===== src/rtl/counter_pkg.sv =====
// -----------------------------------------------------------------------------
// counter_pkg
//   Shared types for the up/down modulus counter family.
//   mode_t  : counting behaviour at the range boundary
//             MODE_WRAP    - roll over modulo (MAX_VAL+1), pulse tc on roll-over
//             MODE_SAT     - clamp at the limit, pulse tc once when it is reached
//             MODE_ONESHOT - clamp at the limit, pulse tc and freeze (done)
//             MODE_RSVD    - reserved, behaves as MODE_WRAP
//   state_t : one-shot control FSM (ST_ARMED counting, ST_DONE frozen)
// -----------------------------------------------------------------------------
`timescale 1ns/1ps
package counter_pkg;

  typedef enum logic [1:0] {
    MODE_WRAP    = 2'b00,
    MODE_SAT     = 2'b01,
    MODE_ONESHOT = 2'b10,
    MODE_RSVD    = 2'b11
  } mode_t;

  typedef enum logic {
    ST_ARMED = 1'b0,
    ST_DONE  = 1'b1
  } state_t;

endpackage : counter_pkg


===== src/rtl/counter_prescaler.sv =====
// -----------------------------------------------------------------------------
// counter_prescaler
//   Divides enabled cycles by PRESCALE. The internal count advances 0..PRESCALE-1
//   on every cycle with enable=1 and freezes while enable=0. tick is high on the
//   enabled cycle in which the count sits at PRESCALE-1, so with PRESCALE=1 the
//   tick simply follows enable.
// Ports
//   clk     in  rising-edge clock
//   reset   in  asynchronous, active-low reset (count -> 0)
//   enable  in  advance the prescaler this cycle
//   clear   in  synchronous restart of the count at 0 (wins over enable)
//   tick    out count-tick request for the counter (combinational)
// -----------------------------------------------------------------------------
`timescale 1ns/1ps
module counter_prescaler #(
  parameter int PRESCALE = 1
) (
  input  logic clk,
  input  logic reset,
  input  logic enable,
  input  logic clear,
  output logic tick
);

  localparam int            PW   = (PRESCALE > 1) ? $clog2(PRESCALE) : 1;
  localparam logic [PW-1:0] LAST = PW'(PRESCALE - 1);
  localparam logic [PW-1:0] ONE  = PW'(1);

  logic [PW-1:0] pcnt_p1;

  // ---- stage p1: prescaler count register ----
  always_ff @(posedge clk or negedge reset) begin
    if (!reset) begin
      pcnt_p1 <= '0;
    end else if (clear) begin
      pcnt_p1 <= '0;
    end else if (enable) begin
      pcnt_p1 <= (pcnt_p1 == LAST) ? '0 : pcnt_p1 + ONE;
    end
  end

  assign tick = enable && (pcnt_p1 == LAST);

endmodule : counter_prescaler


===== src/rtl/updown_mod_counter.sv =====
// -----------------------------------------------------------------------------
// updown_mod_counter
//   Generic timer/event counter. Counts 0..MAX_VAL in steps of STEP, up or
//   down, once every PRESCALE enabled cycles. At the range boundary it wraps,
//   saturates or stops (one-shot) according to mode, and emits a one-cycle
//   terminal-count pulse aligned with the cycle that shows the boundary result.
// Parameters
//   WIDTH     counter width in bits
//   MAX_VAL   highest count value (< 2**WIDTH)
//   STEP      increment/decrement per tick (1..MAX_VAL)
//   PRESCALE  enabled cycles per tick (>= 1)
// Ports
//   clk     in   rising-edge clock
//   reset   in   asynchronous, active-low reset
//   d       in   parallel load value (clamped to MAX_VAL)
//   load    in   synchronous load, overrides counting and enable
//   enable  in   count enable (gates prescaler and counter)
//   up      in   direction, 1 = up, 0 = down
//   mode    in   00 wrap, 01 saturate, 10 one-shot, 11 wrap
//   out     out  current count (registered)
//   tc      out  terminal-count pulse (registered, one cycle)
//   done    out  one-shot finished, count frozen (registered)
// Priority on each edge: reset > load > count tick > hold.
// -----------------------------------------------------------------------------
`timescale 1ns/1ps
module updown_mod_counter #(
  parameter int WIDTH    = 8,
  parameter int MAX_VAL  = 255,
  parameter int STEP     = 1,
  parameter int PRESCALE = 1
) (
  input  logic             clk,
  input  logic             reset,
  input  logic [WIDTH-1:0] d,
  input  logic             load,
  input  logic             enable,
  input  logic             up,
  input  logic [1:0]       mode,
  output logic [WIDTH-1:0] out,
  output logic             tc,
  output logic             done
);

  import counter_pkg::*;

  // Parameter sanity, caught at elaboration.
  if (MAX_VAL < 0 || MAX_VAL > (2**WIDTH) - 1) begin : g_bad_max
    $error("updown_mod_counter: MAX_VAL must lie in 0..2**WIDTH-1");
  end
  if (STEP < 1 || STEP > MAX_VAL) begin : g_bad_step
    $error("updown_mod_counter: STEP must lie in 1..MAX_VAL");
  end
  if (PRESCALE < 1) begin : g_bad_prescale
    $error("updown_mod_counter: PRESCALE must be at least 1");
  end

  // Up arithmetic is unsigned in WIDTH+1 bits; down arithmetic is signed in
  // WIDTH+2 bits so that the modulus (which can be 2**WIDTH) stays positive.
  localparam logic [WIDTH-1:0]        MAX_W  = WIDTH'(MAX_VAL);
  localparam logic [WIDTH:0]          MAX_U  = (WIDTH+1)'(MAX_VAL);
  localparam logic [WIDTH:0]          MOD_U  = (WIDTH+1)'(MAX_VAL + 1);
  localparam logic [WIDTH:0]          STEP_U = (WIDTH+1)'(STEP);
  localparam logic signed [WIDTH+1:0] MOD_S  = signed'((WIDTH+2)'(MAX_VAL + 1));
  localparam logic signed [WIDTH+1:0] STEP_S = signed'((WIDTH+2)'(STEP));

  typedef struct packed {
    logic [WIDTH-1:0] val;  // count after this tick
    logic             tc;   // terminal-count pulse for this tick
    logic             hit;  // one-shot limit reached -> freeze
  } step_t;

  // Boundary handling for one tick. In wrap mode tc marks a real roll-over
  // only; in saturate/one-shot an exact landing on the limit counts as
  // reaching it. Saturate pulses tc only on the tick that arrives at the
  // limit, never while already parked there.
  function automatic step_t next_count(input logic [WIDTH-1:0] cur,
                                       input logic             dir_up,
                                       input mode_t            m);
    step_t                   r;
    logic [WIDTH:0]          up_sum;
    logic signed [WIDTH+1:0] dn_diff;
    logic                    beyond;
    logic                    reached;
    logic [WIDTH-1:0]        lim;
    logic [WIDTH-1:0]        plain;
    logic [WIDTH-1:0]        wrapped;
    up_sum  = {1'b0, cur} + STEP_U;
    dn_diff = signed'({2'b00, cur}) - STEP_S;
    if (dir_up) begin
      beyond  = (up_sum > MAX_U);
      reached = (up_sum >= MAX_U);
      lim     = MAX_W;
      plain   = up_sum[WIDTH-1:0];
      wrapped = WIDTH'(up_sum - MOD_U);
    end else begin
      beyond  = dn_diff[WIDTH+1];
      reached = dn_diff[WIDTH+1] || (dn_diff == '0);
      lim     = '0;
      plain   = dn_diff[WIDTH-1:0];
      wrapped = WIDTH'(dn_diff + MOD_S);
    end
    r.val = plain;
    r.tc  = 1'b0;
    r.hit = 1'b0;
    case (m)
      MODE_SAT: begin
        if (reached) begin
          r.val = lim;
          r.tc  = (cur != lim);
        end
      end
      MODE_ONESHOT: begin
        if (reached) begin
          r.val = lim;
          r.tc  = 1'b1;
          r.hit = 1'b1;
        end
      end
      default: begin
        if (beyond) begin
          r.val = wrapped;
          r.tc  = 1'b1;
        end
      end
    endcase
    return r;
  endfunction

  // Load values above the range are pulled down to MAX_VAL.
  function automatic logic [WIDTH-1:0] clamp_load(input logic [WIDTH-1:0] v);
    return (v > MAX_W) ? MAX_W : v;
  endfunction

  logic             tick_p0;
  mode_t            mode_p0;
  step_t            step_p0;
  logic [WIDTH-1:0] count_p1;
  logic             tc_p1;
  logic             done_p1;
  state_t           state_p1;

  counter_prescaler #(
    .PRESCALE (PRESCALE)
  ) u_prescaler (
    .clk    (clk),
    .reset  (reset),
    .enable (enable),
    .clear  (load),
    .tick   (tick_p0)
  );

  // ---- stage p0: next-count arithmetic from the current count ----
  assign mode_p0 = mode_t'(mode);
  assign step_p0 = next_count(count_p1, up, mode_p0);

  // ---- stage p1: count, tc and one-shot FSM registers ----
  always_ff @(posedge clk or negedge reset) begin
    if (!reset) begin
      count_p1 <= '0;
      tc_p1    <= 1'b0;
      done_p1  <= 1'b0;
      state_p1 <= ST_ARMED;
    end else if (load) begin
      count_p1 <= clamp_load(d);
      tc_p1    <= 1'b0;
      done_p1  <= 1'b0;
      state_p1 <= ST_ARMED;
    end else begin
      tc_p1 <= 1'b0;
      if (enable) begin
        case (state_p1)
          ST_ARMED: begin
            if (tick_p0) begin
              count_p1 <= step_p0.val;
              tc_p1    <= step_p0.tc;
              if (step_p0.hit) begin
                state_p1 <= ST_DONE;
                done_p1  <= 1'b1;
              end
            end
          end
          ST_DONE: begin
            // Leaving one-shot re-arms; counting resumes on the next tick.
            if (mode_p0 != MODE_ONESHOT) begin
              state_p1 <= ST_ARMED;
              done_p1  <= 1'b0;
            end
          end
          default: begin
            state_p1 <= ST_ARMED;
            done_p1  <= 1'b0;
          end
        endcase
      end
    end
  end

  assign out  = count_p1;
  assign tc   = tc_p1;
  assign done = done_p1;

endmodule : updown_mod_counter

===== config.mk =====
export PLATFORM = sky130hd
export DESIGN_NAME = updown_mod_counter
export DESIGN_NICKNAME = d
export VERILOG_FILES = /design/src/rtl/counter_pkg.sv /design/src/rtl/counter_prescaler.sv /design/src/rtl/updown_mod_counter.sv
export SDC_FILE = /design/constraint.sdc
export NUM_CORES = 1
export LEC_CHECK = 0
export ABC_AREA = 1
export BUFFER_PORTS_ARGS = -buffer_cell sky130_fd_sc_hd__buf_2
export CELL_PAD_IN_SITES_DETAIL_PLACEMENT = 1
export CELL_PAD_IN_SITES_GLOBAL_PLACEMENT = 1
export CORE_ASPECT_RATIO = 0.5
export CORE_MARGIN = 5
export CORE_UTILIZATION = 23
export CTS_CLUSTER_SIZE = 20
export DETAILED_ROUTE_END_ITERATION = 10
export GPL_TIMING_DRIVEN = 0
export HOLD_SLACK_MARGIN = 0.06
export PLACE_DENSITY_LB_ADDON = 0.1
export SLEW_MARGIN = 40
export SYNTH_ARGS = -nofsm -noshare
export SYNTH_HDL_FRONTEND = slang
export SYNTH_HIERARCHICAL = 1
export SYNTH_SLANG_ARGS = --single-unit

===== constraint.sdc =====
create_clock -name clk -period 2.6 [get_ports clk]
set_clock_uncertainty 0.05 [all_clocks]
set_input_delay 0.65 -clock clk [delete_from_list [all_inputs] [get_ports clk]]
set_output_delay 0.65 -clock clk [all_outputs]
set_load 0.01 [all_outputs]

==> impl_metrics.sql, run 1 <==
INSERT INTO impl_metrics (metric_group, metric, value, unit) VALUES
('placement', 'gp_routability_congestion', '0.772', ''),
('worst_setup_path', 'worstSetupPathType', 'reg2reg', ''),
('routing', 'drt-initial-drc-count', '54', ''),
('final_layout', 'nets', '299', ''),
('global_route', 'grt_pass1_wl', '7.74', 'mm'),
('yosys', 'yosys_register_bits', '11', ''),
('timing', 'layout_setup_ws', '0.223', 'ns'),
('floorplan', 'chipHeight', '65.6', 'microns'),
('timing', 'final.period_utilization', '0.914', ''),
('timing', 'worstMarginPinSlew', '0.520', 'ns'),
('worst_setup_path', 'end_kind', 'flop', ''),
('clock_tree', 'cts_repair_resize_count', '0', ''),
('power_and_ir_drop', 'power', '0.000930', 'W'),
('routing', 'wirelength', '4.73', 'mm'),
('routing', 'drt_pre_antenna_iters', '6', ''),
('yosys', 'async_flop_share', '1.00', ''),
('yosys', 'synth-warning-count', '6', ''),
('floorplan', 'top_level_ports', '25', ''),
('clock_tree', 'cts_hold_buf', '0', ''),
('final_layout', 'finish.instance_area', '0.00173', 'sq mm'),
('routing', 'routedWlPerCell', '13.0', 'microns'),
('worst_setup_path', 'critical_path_peak_fanout', '10', ''),
('timing', 'unrepaired_setup_endpoints_after_global_routing', 'no', ''),
('clock_tree', 'numCtsBuffers', '3', ''),
('final_layout', 'layout.core_utilization', '0.287', ''),
('routing', 'viasPerCell', '4.18', ''),
('worst_setup_path', 'critPathSlowestCell', 'sky130_fd_sc_hd__dfrtp_1', ''),
('yosys', 'synth_top_area_cell', 'sky130_fd_sc_hd__nand2_1', ''),
('global_route', 'global_route.overflow_total', '0', ''),
('clock_tree', 'root_buffer', 'sky130_fd_sc_hd__clkbuf_16', ''),
('hold_path', 'worst_hold_path_type', 'in2async', ''),
('placement', 'io_buffers', '24', ''),
('placement', 'placement.cell_area', '0.00165', 'sq mm'),
('yosys', 'synth_enable_flop_cells', '0', ''),
('worst_setup_path', 'cp_arrival', '2.45', 'ns'),
('timing', 'max_slew_margin', '0.652', ''),
('power_and_ir_drop', 'ir_drop', '207', 'uV'),
('timing', 'final_period_minus_worst_setup_slack', '2.38', 'ns'),
('final_layout', 'insertedDiodeCount', '0', ''),
('power_and_ir_drop', 'static-leakage-power', '0.979', 'nW'),
('placement', 'hpwlAfterDp', '3.91', 'mm'),
('yosys', 'ys_types', '29', ''),
('worst_setup_path', 'critPathTopFamily', 'simple AND/OR/NAND/NOR gates', ''),
('global_route', 'number_of_global_route_vias_before_repair', '1543', ''),
('clock_tree', 'clock_tree_from_tritoncts', 'yes', ''),
('worst_setup_path', 'crit_path_cell_trace', 'inv_2 > ha_1 > xnor2_1 > nand3_1 > nor2_1 > nand4_1 > nand2_2 > nand2_4 > nand2_4 > nand2_1 > nand2_1 > nand2_1 > nand2_1 > nand2_1', ''),
('yosys', 'netlist_area', '0.00142', 'sq mm'),
('yosys', 'synth.area.top_cells', 'sky130_fd_sc_hd__nand2_1, sky130_fd_sc_hd__dfrtp_1, sky130_fd_sc_hd__nor2_1, sky130_fd_sc_hd__nand3_1, sky130_fd_sc_hd__inv_1', ''),
('timing', 'fin_setup_tns', '0', 'ns'),
('floorplan', 'floorplan.die.width', '121', 'microns'),
('clock_tree', 'worstSkewPairLatency', '0.24', 'ns'),
('global_route', 'number_of_antenna_violations_at_the_first_check_in_global_routing', '0', ''),
('power_and_ir_drop', 'pwr_density_cell', '537', 'mW/mm^2'),
('global_route', 'grt_start_max_net_pins', '12', ''),
('worst_setup_path', 'path_buf_inv', '1', ''),
('yosys', 'area_share_of_the_largest_cell_type_after_synthesis', '0.264', ''),
('final_layout', 'most_common_library_cell_in_the_layout_ignoring_fill_and_taps', 'sky130_fd_sc_hd__nand2_1', ''),
('yosys', 'synth.yosys.seq_area_share', '0.193', ''),
('final_layout', 'ratio_of_cells_with_drive_above_1_in_the_final_layout', '0.188', ''),
('timing', 'fmax', '0.421', 'GHz'),
('yosys', 'postSynthAreaPerCell', '5.71', 'sq um'),
('timing', 'timing_hold_violations_final', '0', ''),
('global_route', 'grt.total_usage', '0.123', ''),
('job', 'drv_cap', '0', ''),
('floorplan', 'coreArea', '0.00603', 'sq mm'),
('final_layout', 'flow.area_growth_from_synthesis', '21.7', '%'),
('worst_setup_path', 'critPathLaunchType', 'flop', ''),
('worst_setup_path', 'cpMostUsedCell', 'sky130_fd_sc_hd__nand2_1', ''),
('status', 'status', 'finished clean', ''),
('timing', 'final_max_slew_viol_count', '0', ''),
('routing', 'drc', '0', '');
## synth_stat cells, types with 3 or more instances
master and number:
sky130_fd_sc_hd__a21oi_1 3, sky130_fd_sc_hd__buf_4 4, sky130_fd_sc_hd__dfrtp_1 11, sky130_fd_sc_hd__ha_1 6, sky130_fd_sc_hd__inv_1 27, sky130_fd_sc_hd__nand2_1 100, sky130_fd_sc_hd__nand2_2 3, sky130_fd_sc_hd__nand2_4 4
sky130_fd_sc_hd__nand3_1 21, sky130_fd_sc_hd__nand3_2 4, sky130_fd_sc_hd__nand4_1 3, sky130_fd_sc_hd__nor2_1 31, sky130_fd_sc_hd__nor2_2 4, sky130_fd_sc_hd__o21ai_0 7, sky130_fd_sc_hd__o21ai_1 3
## cells by family after synthesis
kind of cell / after synthesis / share of synthesized area
adders and majority gates: 6 / 0.0528
xor gates and xnor gates: 2 / 0.0123
DFF: 11 / 0.193
AOI/OAI and AO/OA: 19 / 0.0774
buffers and inverters: 37 / 0.114
and+or+nand+nor: 174 / 0.550
## metal layers
metal  share of wire  vias to the layer above  global-route usage
li1                -                      834                   -
met3           0.021                        5              0.0120
met1            0.59                      665               0.183
met5               0                        -                   0
met4          0.0080                        0              0.0251
met2            0.38                       21               0.191
## cell type report
type	count	area (sq um)
fillers	814	4300
well taps	88	110
clock buffers	4	78.8
plain buffers	8	53.8
repair buffers	24	120
inverters	29	109
flip-flops and latches	11	275
multi-input cells	201	985
## power breakdown
| group | switching, W | total, W | internal, W |
|---|---|---|---|
| registers | 0.0000377 | 0.000230 | 0.000192 |
| clock network | 0.0000744 | 0.000280 | 0.000206 |
| logic | 0.000273 | 0.000421 | 0.000147 |
| total | 0.000385 | 0.000930 | 0.000545 |
## worst paths after layout
path	cells after the start	slack (ns)	endpoint	from
min	1	0.24	out[2]	reset
max in group asynchronous	1	2.04	out[5]	reset
min reg2reg	2	0.46	state_p1	state_p1
max reg2reg	14	0.22	out[2]	out[0]
max	14	0.22	out[2]	out[0]
min in group clk	2	0.46	state_p1	state_p1
## worst register-to-register path, stage by stage (launching register included)
cell	delay, ns
sky130_fd_sc_hd__dfrtp_1	0.54
sky130_fd_sc_hd__inv_2	0.15
sky130_fd_sc_hd__ha_1	0.30
sky130_fd_sc_hd__xnor2_1	0.23
sky130_fd_sc_hd__nand3_1	0.10
sky130_fd_sc_hd__nor2_1	0.13
sky130_fd_sc_hd__nand4_1	0.12
sky130_fd_sc_hd__nand2_2	0.10
sky130_fd_sc_hd__nand2_4	0.11
sky130_fd_sc_hd__nand2_4	0.13
sky130_fd_sc_hd__nand2_1	0.06
sky130_fd_sc_hd__nand2_1	0.08
sky130_fd_sc_hd__nand2_1	0.06
sky130_fd_sc_hd__nand2_1	0.06
sky130_fd_sc_hd__nand2_1	0.05
## flip-flops by register name, indices dropped and copies added, names as in the netlist
signal / count
done: 1
tc: 1
state_p1: 1
out: 8
## stage by stage
step                hold slack, ns  cells
floorplan                    0.304    249
global placement             0.444    361
detailed placement           0.463    361
CTS                          0.249    365
global route                 0.259    365
finish                       0.239    365
Power figures use the tool's default switching activity.
==> run 2: changes to the inputs <==
CORE_UTILIZATION = 38   (was 23)
==> impl_metrics.sql, run 2 (synthesis results as in run 1) <==
INSERT INTO impl_metrics (metric_group, metric, value, unit) VALUES
('final_layout', 'most_common_library_cell_in_the_layout_ignoring_fill_and_taps', 'sky130_fd_sc_hd__nand2_1', ''),
('routing', 'drc', '0', ''),
('routing', 'vias', '1607', ''),
('timing', 'unrepaired_setup_endpoints_after_global_routing', 'no', ''),
('final_layout', 'finish.instance_area', '0.00165', 'sq mm'),
('job', 'drv_cap', '0', ''),
('timing', 'final_period_minus_worst_setup_slack', '2.29', 'ns'),
('timing', 'timing_hold_violations_final', '0', ''),
('placement', 'gp_routability_congestion', '0.847', ''),
('routing', 'viasPerCell', '4.90', ''),
('timing', 'fin_setup_tns', '0', 'ns'),
('timing', 'worstMarginPinSlew', '0.557', 'ns'),
('final_layout', 'nets', '299', ''),
('final_layout', 'largest_register_ffs', '8', ''),
('global_route', 'grt.total_usage', '0.198', ''),
('routing', 'routedWlPerCell', '13.7', 'microns'),
('clock_tree', 'cts-htree-levels', '1', ''),
('placement', 'hpwlAfterDp', '3.69', 'mm'),
('floorplan', 'floorplan.die.width', '96.5', 'microns'),
('final_layout', 'ratio_of_cells_with_drive_above_1_in_the_final_layout', '0.188', ''),
('floorplan', 'die_area', '0.00514', 'sq mm'),
('global_route', 'number_of_antenna_violations_at_the_first_check_in_global_routing', '0', ''),
('routing', 'drt-initial-drc-count', '77', ''),
('power_and_ir_drop', 'ir_drop', '323', 'uV'),
('worst_setup_path', 'worst-endpoint-required', '2.69', 'ns'),
('routing', 'antenna_violating_nets_post_route', '0', ''),
('clock_tree', 'root_buffer', 'sky130_fd_sc_hd__clkbuf_8', ''),
('global_route', 'number_of_global_route_vias_before_repair', '1625', ''),
('clock_tree', 'tritoncts_sink_count', '11', ''),
('global_route', 'grt_start_max_net_pins', '12', ''),
('timing', 'fmax', '0.436', 'GHz'),
('hold_path', 'worst_hold_path_type', 'in2async', ''),
('final_layout', 'multiInputGateArea', '985', 'sq um'),
('power_and_ir_drop', 'static-leakage-power', '0.964', 'nW'),
('floorplan', 'initial_utilization', '0.405', ''),
('floorplan', 'coreArea', '0.00351', 'sq mm'),
('final_layout', 'flow.area_growth_from_synthesis', '16.1', '%'),
('clock_tree', 'post-cts-setup-buffer-count', '0', ''),
('clock_tree', 'clk_transition_reported_paths', '0.05', 'ns'),
('routing', 'drt_pre_antenna_iters', '4', ''),
('worst_setup_path', 'crit_path_cell_trace', 'inv_1 > ha_1 > xnor2_1 > nand3_1 > nor2_1 > nand4_1 > nand2_2 > nand2_4 > nand2_4 > nand2_1 > nand2_1 > nand2_1 > nand2_1 > nand2_1', ''),
('worst_setup_path', 'worstSetupPathType', 'reg2reg', ''),
('worst_setup_path', 'cpMostUsedCell', 'sky130_fd_sc_hd__nand2_1', ''),
('power_and_ir_drop', 'power', '0.000829', 'W'),
('final_layout', 'n_fill_cell', '532', ''),
('floorplan', 'chipHeight', '53.3', 'microns'),
('final_layout', 'mostFrequentLayoutCells', 'sky130_fd_sc_hd__nand2_1, sky130_fd_sc_hd__nor2_1, sky130_fd_sc_hd__inv_1', ''),
('timing', 'final.period_utilization', '0.882', ''),
('status', 'status', 'finished clean', ''),
('power_and_ir_drop', 'pwr_density_cell', '502', 'mW/mm^2'),
('clock_tree', 'cts_hold_buf', '0', ''),
('placement', 'placement.cell_area', '0.00161', 'sq mm'),
('clock_tree', 'numCtsBuffers', '3', ''),
('routing', 'wirelength', '4.51', 'mm'),
('floorplan', 'top_level_ports', '25', ''),
('worst_setup_path', 'ff2ff_path_depth', '14', ''),
('placement', 'io_buffers', '24', ''),
('worst_setup_path', 'end_kind', 'flop', ''),
('worst_setup_path', 'critical_path.max_stage_delay', '0.56', 'ns'),
('timing', 'final_max_slew_viol_count', '0', ''),
('floorplan', 'rows', '15', ''),
('final_layout', 'layout.core_utilization', '0.471', ''),
('clock_tree', 'cts_repair_resize_count', '0', ''),
('timing', 'report.final.setup_viol', '0', ''),
('timing', 'max_slew_margin', '0.627', ''),
('worst_setup_path', 'critical_path_peak_fanout', '10', ''),
('final_layout', 'register_area', '275', 'sq um'),
('clock_tree', 'clock_tree_from_tritoncts', 'yes', ''),
('worst_setup_path', 'critPathSlowestCell', 'sky130_fd_sc_hd__dfrtp_1', ''),
('clock_tree', 'clockBufferDepth', '2', ''),
('worst_setup_path', 'cp_arrival', '2.38', 'ns'),
('global_route', 'global_route.overflow_total', '0', ''),
('final_layout', 'insertedDiodeCount', '0', ''),
('worst_setup_path', 'critPathLaunchType', 'flop', ''),
('global_route', 'grt_pass1_wl', '7.80', 'mm'),
('clock_tree', 'worstSkewPairLatency', '0.25', 'ns');
run 2: cell counts in the layout (fill, tap and decap cells not counted):
No cell type changed its count.
run 2: path summary, 6_finish.rpt:
path,to,slack [ns],start
max,out[1],0.31,out[1]
min reg2reg,state_p1,0.48,state_p1
max reg2reg,out[1],0.31,out[1]
max in group asynchronous,out[1],2.05,reset
min in group clk,state_p1,0.48,state_p1
min,state_p1,0.23,reset
run 2: routing by layer:
layer | up-vias | track usage | share of wire
met5 | - | 0 | 0
li1 | 830 | - | -
met1 | 738 | 0.286 | 0.52
met4 | 0 | 0.0395 | 0.0078
met3 | 5 | 0.0199 | 0.050
met2 | 34 | 0.318 | 0.42
run 2: stage by stage:
stage,cells,worst slack (ns),hold slack (ns)
floorplan,249,0.643,0.304
finish,328,0.307,0.226
global placement,324,0.363,0.441
global route,328,0.103,0.235
CTS,328,0.287,0.232
detailed placement,324,0.300,0.474
run 2: final cells by class:
type,count,share of cell area
multi-input cells,201,0.596
inverters,29,0.0659
plain buffers,8,0.0326
flip-flops and latches,11,0.167
repair buffers,24,0.0727
well taps,51,0.0386
clock buffers,4,0.0273
run 2: critical path: cells and delay by family (launching register included):
kind / cells / cell delay (ns)
xor gates and xnor gates: 1 / 0.22
adders and majority gates: 1 / 0.26
buffers and inverters: 1 / 0.12
DFF: 1 / 0.56
and+or+nand+nor: 11 / 0.98
run 2: where the power goes:
part / leakage (nW) / internal [W] / total (W) / switching (W)
logic: 0.802 / 0.000147 / 0.000417 / 0.000270
clock network: 0.0228 / 0.000108 / 0.000183 / 0.0000748
registers: 0.139 / 0.000191 / 0.000229 / 0.0000379
